[src/rtl/audio_bram_recorder.sv]
// ---------------------------------------------------------------------------
// audio_bram_recorder
//
// Captures a single take of 8-bit unsigned audio samples into a BRAM. Each
// accepted sample_tick becomes one BRAM write on the following cycle. A take
// ends when the file fills (FILE_SIZE samples) or when stop is pulsed.
//
// Optional feature (macro REC_TRIGGER_EN):
//   When defined, start arms the recorder instead of recording at once. The
//   first tick whose magnitude about midscale 128 is at least THRESHOLD is
//   written to address 0 and recording begins. Quieter ticks are dropped.
//   When undefined, the ARMED state and the threshold compare are absent.
//
// Ports:
//   CLK          in   system clock
//   RESET_N      in   synchronous, active-low reset
//   sample_in    in   8-bit unsigned sample, midscale 128
//   sample_tick  in   one-cycle strobe, sample_in valid this cycle
//   start        in   one-cycle record request
//   stop         in   one-cycle abort/finish request
//   bram_addr    out  BRAM write address (holds between writes)
//   bram_din     out  BRAM write data
//   bram_we      out  BRAM write enable, one cycle per sample
//   busy         out  high while ARMED or RECORD
//   done         out  high while DONE
//   rec_length   out  samples written in the current/last take
//
// Handshake: sample_tick and start/stop are single-cycle strobes with no
// back-pressure; a tick accepted at a clock edge appears as bram_we=1 for
// exactly the next cycle, together with its address and data.
// ---------------------------------------------------------------------------
module audio_bram_recorder #(
    parameter int ADDRESS_WIDTH = 14,
    parameter int FILE_SIZE     = 14996,
    parameter int THRESHOLD     = 16
) (
    input  logic                     CLK,
    input  logic                     RESET_N,
    input  logic [7:0]               sample_in,
    input  logic                     sample_tick,
    input  logic                     start,
    input  logic                     stop,
    output logic [ADDRESS_WIDTH-1:0] bram_addr,
    output logic [7:0]               bram_din,
    output logic                     bram_we,
    output logic                     busy,
    output logic                     done,
    output logic [ADDRESS_WIDTH:0]   rec_length
);

`ifdef REC_TRIGGER_EN
    typedef enum logic [1:0] {
        S_IDLE   = 2'd0,
        S_ARMED  = 2'd1,
        S_RECORD = 2'd2,
        S_DONE   = 2'd3
    } state_t;
    localparam state_t START_STATE = S_ARMED;
`else
    typedef enum logic [1:0] {
        S_IDLE   = 2'd0,
        S_RECORD = 2'd2,
        S_DONE   = 2'd3
    } state_t;
    localparam state_t START_STATE = S_RECORD;
`endif

    // Pointer is one bit wider than the address so it can reach FILE_SIZE
    // (the "file full" value) without wrapping back to 0.
    localparam logic [ADDRESS_WIDTH:0] LEN_FULL = (ADDRESS_WIDTH+1)'(FILE_SIZE);
    localparam logic [ADDRESS_WIDTH:0] PTR_ONE  = (ADDRESS_WIDTH+1)'(1);

    state_t                 state;
    logic [ADDRESS_WIDTH:0] wr_ptr;

`ifdef REC_TRIGGER_EN
    logic [7:0] magnitude;
    logic       loud;

    always_comb begin
        magnitude = (sample_in >= 8'd128) ? (sample_in - 8'd128) : (8'd128 - sample_in);
        loud      = (int'(magnitude) >= THRESHOLD);
    end
`endif

    // The pointer counts writes, so it doubles as the take length.
    assign rec_length = wr_ptr;

    always_ff @(posedge CLK) begin
        if (!RESET_N) begin
            state     <= S_IDLE;
            wr_ptr    <= '0;
            bram_addr <= '0;
            bram_din  <= '0;
            bram_we   <= 1'b0;
            busy      <= 1'b0;
            done      <= 1'b0;
        end else begin
            bram_we <= 1'b0;
            case (state)
                S_IDLE, S_DONE: begin
                    // start beats a simultaneous stop here because stop is
                    // simply not looked at in these states.
                    if (start) begin
                        state  <= START_STATE;
                        wr_ptr <= '0;
                        busy   <= 1'b1;
                        done   <= 1'b0;
                    end
                end
`ifdef REC_TRIGGER_EN
                S_ARMED: begin
                    if (stop) begin
                        state <= S_DONE;
                        busy  <= 1'b0;
                        done  <= 1'b1;
                    end else if (sample_tick && loud) begin
                        // The triggering sample is the first one stored.
                        bram_we   <= 1'b1;
                        bram_din  <= sample_in;
                        bram_addr <= wr_ptr[ADDRESS_WIDTH-1:0];
                        wr_ptr    <= wr_ptr + PTR_ONE;
                        state     <= S_RECORD;
                    end
                end
`endif
                S_RECORD: begin
                    // A full pointer means the last address was written on
                    // the previous edge; close the take without writing.
                    // stop also wins over a tick in the same cycle.
                    if (stop || (wr_ptr == LEN_FULL)) begin
                        state <= S_DONE;
                        busy  <= 1'b0;
                        done  <= 1'b1;
                    end else if (sample_tick) begin
                        bram_we   <= 1'b1;
                        bram_din  <= sample_in;
                        bram_addr <= wr_ptr[ADDRESS_WIDTH-1:0];
                        wr_ptr    <= wr_ptr + PTR_ONE;
                    end
                end
                default: begin
                    state <= S_IDLE;
                    busy  <= 1'b0;
                    done  <= 1'b0;
                end
            endcase
        end
    end

endmodule

[config.mk]
export PLATFORM = sky130hd
export DESIGN_NAME = audio_bram_recorder
export DESIGN_NICKNAME = d
export VERILOG_FILES = /design/src/rtl/audio_bram_recorder.sv
export SDC_FILE = /design/constraint.sdc
export NUM_CORES = 1
export LEC_CHECK = 0
export BUFFER_PORTS_ARGS = -buffer_cell sky130_fd_sc_hd__buf_2
export CORE_ASPECT_RATIO = 1.25
export CORE_MARGIN = 10
export CORE_UTILIZATION = 40
export CTS_CLUSTER_SIZE = 10
export DETAILED_ROUTE_END_ITERATION = 6
export PLACE_DENSITY = 0.65
export SLEW_MARGIN = 20
export SYNTH_ARGS = -nofsm -noshare
export SYNTH_HDL_FRONTEND = slang
export SYNTH_SLANG_ARGS = --single-unit
export TNS_END_PERCENT = 100
[constraint.sdc]
create_clock -name CLK -period 3.18 [get_ports CLK]
set_clock_uncertainty 0.15 [all_clocks]
set_input_delay 0.318 -clock CLK [delete_from_list [all_inputs] [get_ports CLK]]
set_output_delay 0.318 -clock CLK [all_outputs]
set_load 0.02 [all_outputs]
==> metrics.log, run 1 <==
[metrics] GR Util All Layers: about an eighth
[metrics] GP Congestion: 0.909
[metrics] Synth top cells by count: sky130_fd_sc_hd__nand2_1, sky130_fd_sc_hd__dfxtp_1, sky130_fd_sc_hd__a21oi_1
[metrics] first-pass GRT wire length: 8580 um
[metrics] number of warnings issued by yosys: 0
[metrics] number of remaining DRC errors: 0
[metrics] floorplan die area: between 7000 and 8000 um^2
[metrics] diode count: 0
[metrics] drt pass-1 iters: 4
[metrics] count of input and output buffers: 52
[metrics] floorplan die height: 97.0 um
[metrics] drt initial violations: about 120
[metrics] busiest metal layer after global routing: met2
[metrics] capturing element type of the critical path: flop
[metrics] top fanout value on the critical path: 10
[metrics] Unique masters post-synth: 44
[metrics] routed wire length per instance: 15.4 um
[metrics] CP max-delay cell: sky130_fd_sc_hd__or4_1
[metrics] GRT met3 Usage: 5.08%
[metrics] CP top delay family: simple AND/OR/NAND/NOR gates
[metrics] Cell Pwr Density: 491 nW/um^2
[metrics] final count of negative-setup-slack endpoints: 0
[metrics] final worst-path cycle share: 80.8%
[metrics] H-Tree Level Count: 2
[metrics] normalized max-slew margin: 62.9%
[metrics] Std-Cell Rows: 27
[metrics] number of hold violations in the final report: 0
[metrics] core footprint: 4490 um^2
[metrics] sequential cell area: ~820 um^2
[metrics] kind of path behind the tightest hold check: in2reg
[metrics] number of antenna violations at the first check in global routing: 0
[metrics] clock buffer count from CTS: 5
[metrics] timing-limited maximum frequency: 389 MHz
[metrics] post-cts sizing count: 0
[metrics] Mapped Nets: ~250
[metrics] Global Route met2 Usage: 21.0%
[metrics] fraction of the yosys area taken by sequential cells: 43.3%
[metrics] total non-filler cell area in the finished layout: 2300 um^2
[metrics] clock sink count: 41
[metrics] post-synthesis instance total: 232
[metrics] TritonCTS clock tree: done
[metrics] fillcell total: 438
[metrics] Worst Max-Slew Pin Slew: 555 ps
[metrics] Setup Buffers After CTS: 0
[metrics] Syn Area/Cell: between 8 and 9 um^2
[metrics] Final Max Slew Viols: 0
[metrics] net count of the finished layout: 300
[metrics] share of synthesized registers carrying an async set or reset: 0%
[metrics] critical path required time: 3250 ps
[metrics] series of cell instances along the critical path: inv_1 -> ha_1 -> nor2b_1 -> o41a_1 -> nand4_1 -> or4_1 -> o211ai_1
[metrics] Starting Density: 42.2%
[metrics] worst vdd ir: roughly 0.00027 V
[metrics] CP Class: reg2reg
[metrics] fraction of layout cells with a size suffix above 1: 25.4%
[metrics] Clock Latency Late Sink: ~290 ps
[metrics] met1 routing resource usage after global routing: around 16%
[metrics] max-cap violation count: 0
[metrics] clock period minus final worst setup slack: 2570 ps
[metrics] hold bufs inserted after CTS: 0
[metrics] register bit count reported by yosys: 41
[metrics] detail-routed via count per cell: roughly 5.4
[metrics] EDFF count, synth: 0
[metrics] pin count of the biggest net entering global routing: 24
[metrics] Die Width: roughly 80 um
[metrics] dominant register cell in the synthesized netlist: sky130_fd_sc_hd__dfxtp_1
[metrics] most used standard cell by instance count after synthesis: sky130_fd_sc_hd__nand2_1
[metrics] share of Yosys cell area claimed by the top area cell type: 43.3%
[metrics] dominant cells by area after synthesis: sky130_fd_sc_hd__dfxtp_1, sky130_fd_sc_hd__nand2_1, sky130_fd_sc_hd__a21oi_1, sky130_fd_sc_hd__o211ai_1, sky130_fd_sc_hd__ha_1
[metrics] root buffer selected by CTS: sky130_fd_sc_hd__clkbuf_8
[metrics] setup tns final: 0 ps
[metrics] summed instance area of the synthesized netlist: 1900 um^2
[metrics] Crit path largest cell delay: 550 ps
[metrics] number of global-route vias before repair: 1,716
[metrics] Antenna Nets Post-Route: 0
[metrics] critical path arrival: 2640 ps
[metrics] top-level I/O count: 53
[metrics] multi-input gate area in the final layout: 973 um^2
[metrics] synthesis-to-layout area growth: 21.5%
[metrics] vias: 1,842
[metrics] clock slew at the register clock pins of the worst setup and hold paths: 80 ps
[metrics] dpl hpwl: 3920 um
[metrics] Max Root-Sink Buffers: 2
[metrics] P_leak: around 0.94 nW
[metrics] setup repair after global routing missed its margin: false
[metrics] cell taking the most area after synthesis: sky130_fd_sc_hd__dfxtp_1
[metrics] Area after DPL: ~2200 um^2
[metrics] Post-Route WL: around 5300 um
[metrics] critical path launch point type: flop
[metrics] outcome: completed
[metrics] total congestion overflow after global routing: 0
[metrics] number of buffer and inverter stages on the critical path: 1
cell usage in the layout (no fill, tap or decap), types with 2 or more instances in the layout:
master	instances
sky130_fd_sc_hd__nand2_1	52
sky130_fd_sc_hd__buf_2	52
sky130_fd_sc_hd__dfxtp_1	41
sky130_fd_sc_hd__a21oi_1	26
sky130_fd_sc_hd__inv_1	13
sky130_fd_sc_hd__nor2_1	12
sky130_fd_sc_hd__nand3_1	7
sky130_fd_sc_hd__a31oi_1	7
sky130_fd_sc_hd__o211ai_1	7
sky130_fd_sc_hd__clkbuf_8	6
sky130_fd_sc_hd__and3_1	4
sky130_fd_sc_hd__o21ai_0	4
sky130_fd_sc_hd__ha_1	4
sky130_fd_sc_hd__buf_4	4
sky130_fd_sc_hd__o21ai_1	3
sky130_fd_sc_hd__o41a_1	3
sky130_fd_sc_hd__nand4_1	3
sky130_fd_sc_hd__o31ai_1	3
sky130_fd_sc_hd__and4_1	2
sky130_fd_sc_hd__nor4_1	2
sky130_fd_sc_hd__a21boi_0	2
sky130_fd_sc_hd__a2bb2oi_1	2
sky130_fd_sc_hd__a211oi_1	2
layout make-up:
type                    count  area share, %
inverters                  13           2.12
clock buffers               6           3.59
repair buffers             56           12.6
multi-input cells         166           42.3
flip-flops and latches     41           35.7
clock inverters             2          0.598
well taps                  58           3.15
kinds of logic after synthesis:
family	Yosys count	synth area share, %
AOI/OAI and AO/OA	67	24.6
adders and majority gates	4	2.64
buffers and inverters	25	5.35
DFF	41	43.3
muxes	2	1.12
and+or+nand+nor	93	23.0
worst register-to-register path: cells and delay by family, from the launching register on:
family          cells  cell delay, ps
flops               1             340
simple gates        3            1190
buf+inv             1              60
compound gates      2             510
fa+ha+maj           1             240
through the flow:
| stage | total power, W | instances | util (%) | hold slack, ps | setup slack (ps) |
|---|---|---|---|---|---|
| after floorplan | 0.000717 | 232 | - | 304 | 713 |
| after global placement | 0.000780 | 334 | 49.1 | 289 | 728 |
| after detailed placement | 0.000782 | 334 | 49.1 | 293 | 646 |
| after CTS | 0.00114 | 342 | 51.2 | 97.1 | 638 |
| after global routing | 0.00119 | 342 | 51.2 | 94.7 | 384 |
| final | 0.00113 | 342 | 51.2 | 104 | 610 |
worst paths after layout:
check,start,endpoint,slack [ps],cells after the start
worst max-delay path,state[0],rec_length[14],610,7
worst min-delay path,sample_in[5],bram_din[5],100,3
worst min register to register,bram_din[6],bram_din[6],300,2
worst max register to register,state[0],rec_length[14],610,7
power by group:
group,leakage (nW),switching (W),internal (W),total [W]
combinational,0.554,0.000157,0.0000752,0.000232
clock,0.0512,0.000183,0.000176,0.000359
sequential,0.331,0.0000103,0.000529,0.000540
metal layers:
metal,share of wire [%],vias up
met4,1.2,0
met2,48,65
met5,0,-
met3,8.1,7
li1,-,930
met1,43,840
flip-flops by register name, summed over array words and instances, names as in the netlist:
name        flops
bram_we         1
busy            1
bram_din        8
state           2
rec_length     15
bram_addr      14
Note: power is estimated with default switching activity, not from simulation.
==> run 2: changes to the inputs <==
Settings changed: PLACE_DENSITY 0.65 to 0.67.
Clock period 3.18 ns to 2.1 ns, I/O delays scaled along.
==> metrics.log, run 2 (same netlist as run 1, synthesis figures left out) <==
[metrics] outcome: finished with violations
[metrics] CP max-delay cell: sky130_fd_sc_hd__or4b_4
[metrics] fraction of layout cells with a size suffix above 1: 40.7%
[metrics] clock buffer count from CTS: 5
[metrics] Post-Route WL: 6680 um
[metrics] dpl hpwl: approximately 4300 um
[metrics] normalized max-slew margin: 69.5%
[metrics] capturing element type of the critical path: flop
[metrics] Max Root-Sink Buffers: 2
[metrics] vias: 2,153
[metrics] critical path required time: ~2100 ps
[metrics] drt pass-1 iters: 4
[metrics] CP Class: reg2reg
[metrics] Area after DPL: 2480 um^2
[metrics] Starting Density: between 40% and 50%
[metrics] power share of the combinational group: 29.5%
[metrics] clock network fraction of design power: 30.5%
[metrics] max FFs per register: 15
[metrics] synthesis-to-layout area growth: 52.4%
[metrics] pin count of the biggest net entering global routing: 30
[metrics] Crit path largest cell delay: 570 ps
[metrics] hold path cells: 3
[metrics] detail-routed via count per cell: 5.52
[metrics] Antenna Nets Post-Route: 0
[metrics] Clock Latency Late Sink: between 200 and 300 ps
[metrics] routed wire length per instance: 17.1 um
[metrics] clock slew at the register clock pins of the worst setup and hold paths: 70 ps
[metrics] Total Power: between 0.002 and 0.0025 W
[metrics] floorplan die height: around 97 um
[metrics] net count of the finished layout: between 300 and 400
[metrics] worst reg2reg setup slack: -90 ps
[metrics] final worst-path cycle share: 104%
[metrics] worst vdd ir: between 0.0004 and 0.0005 V
[metrics] net switching fraction of the power: 29.8%
[metrics] leading cell types in the layout, fill and taps excluded: sky130_fd_sc_hd__buf_2, sky130_fd_sc_hd__nand2_1, sky130_fd_sc_hd__buf_4
[metrics] P_leak: ~1.2 nW
[metrics] critical path arrival: between 2000 and 2500 ps
[metrics] series of cell instances along the critical path: or4b_4 -> o41a_1 -> nand3_1 -> a21oi_1 -> o41a_1
[metrics] clock sink count: between 40 and 50
[metrics] fillcell total: between 300 and 400
[metrics] Cell Pwr Density: 703 nW/um^2
[metrics] Worst Max-Slew Pin Slew: 453 ps
[metrics] floorplan die area: between 7000 and 8000 um^2
[metrics] critical path launch point type: flop
[metrics] setup repair after global routing missed its margin: true
[metrics] Min-Delay Startpoint: sample_in[3]
[metrics] number of antenna violations at the first check in global routing: 0
[metrics] first-pass GRT wire length: 9680 um
[metrics] GP Congestion: 0.879
[metrics] core footprint: roughly 4500 um^2
[metrics] total congestion overflow after global routing: 0
[metrics] final critical-path setup slack: -91.6 ps
[metrics] Die Width: 81.6 um
[metrics] worst setup path startpoint: rec_length[3]
[metrics] Worst Hold Slack: 7.93 ps
[metrics] Std-Cell Rows: 27
[metrics] number of hold violations in the final report: 0
[metrics] count of input and output buffers: 52
[metrics] number of global-route vias before repair: a little under 2,000
[metrics] H-Tree Level Count: 2
[metrics] final count of negative-setup-slack endpoints: 28
[metrics] max-cap violation count: 0
[metrics] start of the worst register-to-register path: rec_length[3]
[metrics] internal power: 0.00143 W
[metrics] root buffer selected by CTS: sky130_fd_sc_hd__clkbuf_8
[metrics] drt initial violations: 172
[metrics] TritonCTS clock tree: done
[metrics] Final Max Slew Viols: 0
[metrics] GR Util All Layers: 15.0%
[metrics] kind of path behind the tightest hold check: in2reg
[metrics] timing-limited maximum frequency: 456 MHz
[metrics] top fanout value on the critical path: 5
[metrics] Reg2Reg Depth: 5
[metrics] diode count: 0
[metrics] final standard cell utilization of the core: 64.3%
[metrics] top-level I/O count: 53
[metrics] P_sw: around 0.00060 W
[metrics] sequential power share: 40.1%
[metrics] failing checks: negative setup slack
[metrics] most common cell after layout, fill and taps aside: sky130_fd_sc_hd__buf_2
[metrics] Hold Path End: bram_din[3]
[metrics] number of remaining DRC errors: 0
[metrics] total non-filler cell area in the finished layout: 2890 um^2
[metrics] cell type with the highest occurrence count on the critical path: sky130_fd_sc_hd__o41a_1
[metrics] clock period minus final worst setup slack: 2190 ps
[metrics] endpoint of the lowest-slack register-to-register path: rec_length[1]
[run 2: metrics by stage]
| step | std cells | worst slack (ps) | TNS [ps] |
|---|---|---|---|
| 2_1_floorplan | 232 | -123 | -242 |
| 3_3_place_gp | 367 | -105 | -283 |
| 3_5_place_dp | 367 | -118 | -391 |
| 4_1_cts | 385 | -57.2 | -57.2 |
| 5_1_grt | 390 | -114 | -2750 |
| 6_report | 390 | -91.6 | -1050 |
[run 2: area by class of cell]
class	count	area (um^2)	share of cell area [%]
Clock buffer	6	72.6	2.51
Clock inverter	2	35.0	1.21
Inverter	13	48.8	1.69
Multi-Input combinational cell	167	1100	38.2
Sequential cell	41	830	28.7
Tap cell	58	72.6	2.51
Timing Repair Buffer	103	727	25.2
[run 2: layer usage]
metal	vias up	routed length [um]	track usage (%)
li1	1031	-	-
met1	980	2620	17.7
met2	119	3280	23.3
met3	23	571	4.62
met4	0	208	8.09
met5	-	0	0
[run 2: power by group through the flow]
stage | clock (W) | sequential (W) | combinational, W
finish | 0.000619 | 0.000814 | 0.000599
global route | 0.000673 | 0.000818 | 0.000638
CTS | 0.000637 | 0.000812 | 0.000500
detailed placement | 0 | 0.000831 | 0.000454
global placement | 0 | 0.000829 | 0.000452
floorplan | 0 | 0.000858 | 0.000234
[run 2: timing repair]
action	in CTS	in global routing
gates resized for setup	4	28
endpoints found under the hold margin	2	0
pin swaps	3	13
setup endpoints to repair	25	27
buffers inserted	7	3
hold buffers	2	0
gates cloned	1	2
[run 2: worst max-delay path by stage]
stage                          endpoint  slack [ps]  cells past startpoint
after floorplan           rec_length[1]        -120                      7
after global placement    rec_length[1]        -100                      5
after detailed placement  rec_length[1]        -120                      5
after CTS                 rec_length[1]         -60                      5
after global routing      rec_length[1]        -110                      5
final                     rec_length[1]         -90                      5
[run 2: worst max-delay path, delay by kind of cell, from the launching register on]
family | cells | cell delay (ps)
AOI/OAI and AO/OA | 3 | 910
DFF | 1 | 320
and+or+nand+nor | 2 | 700
==> run 3: changes to the inputs <==
Settings changed: RECOVER_POWER set to 25.
==> metrics.log, run 3 (same netlist as run 1, synthesis figures left out) <==
[metrics] capturing element type of the critical path: flop
[metrics] number of global-route vias before repair: 1,990
[metrics] start of the worst register-to-register path: rec_length[3]
[metrics] top-level I/O count: 53
[metrics] setup repair after global routing missed its margin: true
[metrics] Place WS: -118 ps
[metrics] clock sink count: 41
[metrics] leading cell types in the layout, fill and taps excluded: sky130_fd_sc_hd__nand2_1, sky130_fd_sc_hd__buf_2, sky130_fd_sc_hd__buf_4
[metrics] Routed met2 length: 3290 um
[metrics] Antenna Nets Post-Route: 0
[metrics] Cell Pwr Density: just over 700 nW/um^2
[metrics] first-pass GRT wire length: 9680 um
[metrics] GR Util All Layers: 15.0%
[metrics] number of hold violations in the final report: 0
[metrics] critical path required time: 2120 ps
[metrics] final worst-path cycle share: 104%
[metrics] worst vdd ir: 0.000407 V
[metrics] top fanout value on the critical path: 5
[metrics] number of antenna violations at the first check in global routing: 0
[metrics] synthesis-to-layout area growth: 51.7%
[metrics] routed wire length per instance: 17.3 um
[metrics] total congestion overflow after global routing: 0
[metrics] H-Tree Level Count: 2
[metrics] uppermost signal routing layer after detailed routing: met4
[metrics] root buffer selected by CTS: sky130_fd_sc_hd__clkbuf_8
[metrics] GP Congestion: just under 0.9
[metrics] outcome: finished with violations
[metrics] Final Max Slew Viols: 0
[metrics] critical path arrival: 2210 ps
[metrics] clock slew at the register clock pins of the worst setup and hold paths: 70 ps
[metrics] dpl hpwl: approximately 4300 um
[metrics] Worst Max-Slew Pin Slew: 469 ps
[metrics] final count of negative-setup-slack endpoints: 28
[metrics] Clock Latency Late Sink: 290 ps
[metrics] detailed-routed wire length on met3: just under 700 um
[metrics] drt pass-1 iters: 4
[metrics] TritonCTS clock tree: done
[metrics] timing-limited maximum frequency: 457 MHz
[metrics] diode count: 0
[metrics] critical path launch point type: flop
[metrics] setup tns final: -1090 ps
[metrics] Starting Density: 42.2%
[metrics] floorplan die area: a little under 8000 um^2
[metrics] detail-routed via count per cell: 5.55
[metrics] Std-Cell Rows: 27
[metrics] CP Class: reg2reg
[metrics] Area after DPL: 2480 um^2
[metrics] max FFs per register: 15
[metrics] pin count of the biggest net entering global routing: 30
[metrics] max-cap violation count: 0
[metrics] worst setup path startpoint: rec_length[3]
[metrics] drt initial violations: 158
[metrics] wire length the detailed router placed on met1: approximately 2600 um
[metrics] most common cell after layout, fill and taps aside: sky130_fd_sc_hd__nand2_1
[metrics] final standard cell utilization of the core: a little under two thirds
[metrics] floorplan die height: 97.0 um
[metrics] P_leak: 1.18 nW
[metrics] Max Root-Sink Buffers: 2
[metrics] clock buffer count from CTS: 5
[metrics] number of remaining DRC errors: 0
[metrics] failing checks: negative setup slack
[metrics] Post-Route WL: 6730 um
[metrics] net count of the finished layout: approximately 350
[metrics] count of input and output buffers: 52
[metrics] fraction of layout cells with a size suffix above 1: 37.3%
[metrics] Die Width: between 80 and 90 um
[metrics] Min-Delay Startpoint: sample_in[3]
[metrics] normalized max-slew margin: 68.4%
[metrics] total non-filler cell area in the finished layout: 2880 um^2
[metrics] kind of path behind the tightest hold check: in2reg
[metrics] core footprint: roughly 4500 um^2
[metrics] final critical-path setup slack: -88.3 ps
[metrics] vias: 2,163
[metrics] clock period minus final worst setup slack: 2190 ps
## run 3: cell types whose count changed in the layout (fill, tap and decap cells not counted), sizes merged
| cell | previous run | this run |
|---|---|---|
| buf | 99 | 88 |
| clkbuf | 8 | 19 |
## run 3: repair_timing
item / in CTS / in global routing
pin swaps: 3 / 13
gates cloned: 1 / 2
setup endpoints to repair: 25 / 27
hold endpoints to repair: 2 / 0
setup buffers: 7 / 3
resized for setup: 4 / 28
hold buffers: 2 / 0
## run 3: power by group
| part | switching (W) | internal, W | total (W) |
|---|---|---|---|
| clock network | 0.000264 | 0.000353 | 0.000617 |
| logic | 0.000328 | 0.000270 | 0.000598 |
| registers | 0.0000125 | 0.000801 | 0.000814 |
| total | 0.000604 | 0.00142 | 0.00203 |
## run 3: layout make-up
type | instances | area, um^2
fillers | 382 | 1620
multi-input cells | 167 | 1100
flip-flops and latches | 41 | 830
repair buffers | 103 | 713
clock buffers | 6 | 72.6
well taps | 58 | 72.6
inverters | 13 | 48.8
clock inverters | 2 | 35.0
## run 3: layer usage
layer	global-route usage, %	vias up
met5	0	-
met4	8.09	0
met3	4.62	24
met2	23.3	119
met1	17.7	991
li1	-	1029
## run 3: through the flow
stage               cells  hold WS, ps  power [W]
finish                390         9.16    0.00203
global route          390         4.64    0.00213
CTS                   385        0.516    0.00195
detailed placement    367          293    0.00128
global placement      367          289    0.00128
floorplan             232          196    0.00109
## run 3: path summary, 6_finish.rpt
path | to | slack (ps) | depth (start not counted)
setup / recovery | rec_length[1] | -90 | 5
hold / removal | bram_din[3] | 9 | 3
setup reg to reg | rec_length[1] | -90 | 5
hold reg to reg | bram_din[6] | 300 | 2
## run 3: worst max-delay path, stage by stage, from the launching register on
cell	delay, ps
sky130_fd_sc_hd__dfxtp_2	320
sky130_fd_sc_hd__or4b_4	570
sky130_fd_sc_hd__o41a_1	430
sky130_fd_sc_hd__nand3_1	130
sky130_fd_sc_hd__a21oi_1	60
sky130_fd_sc_hd__o41a_1	410
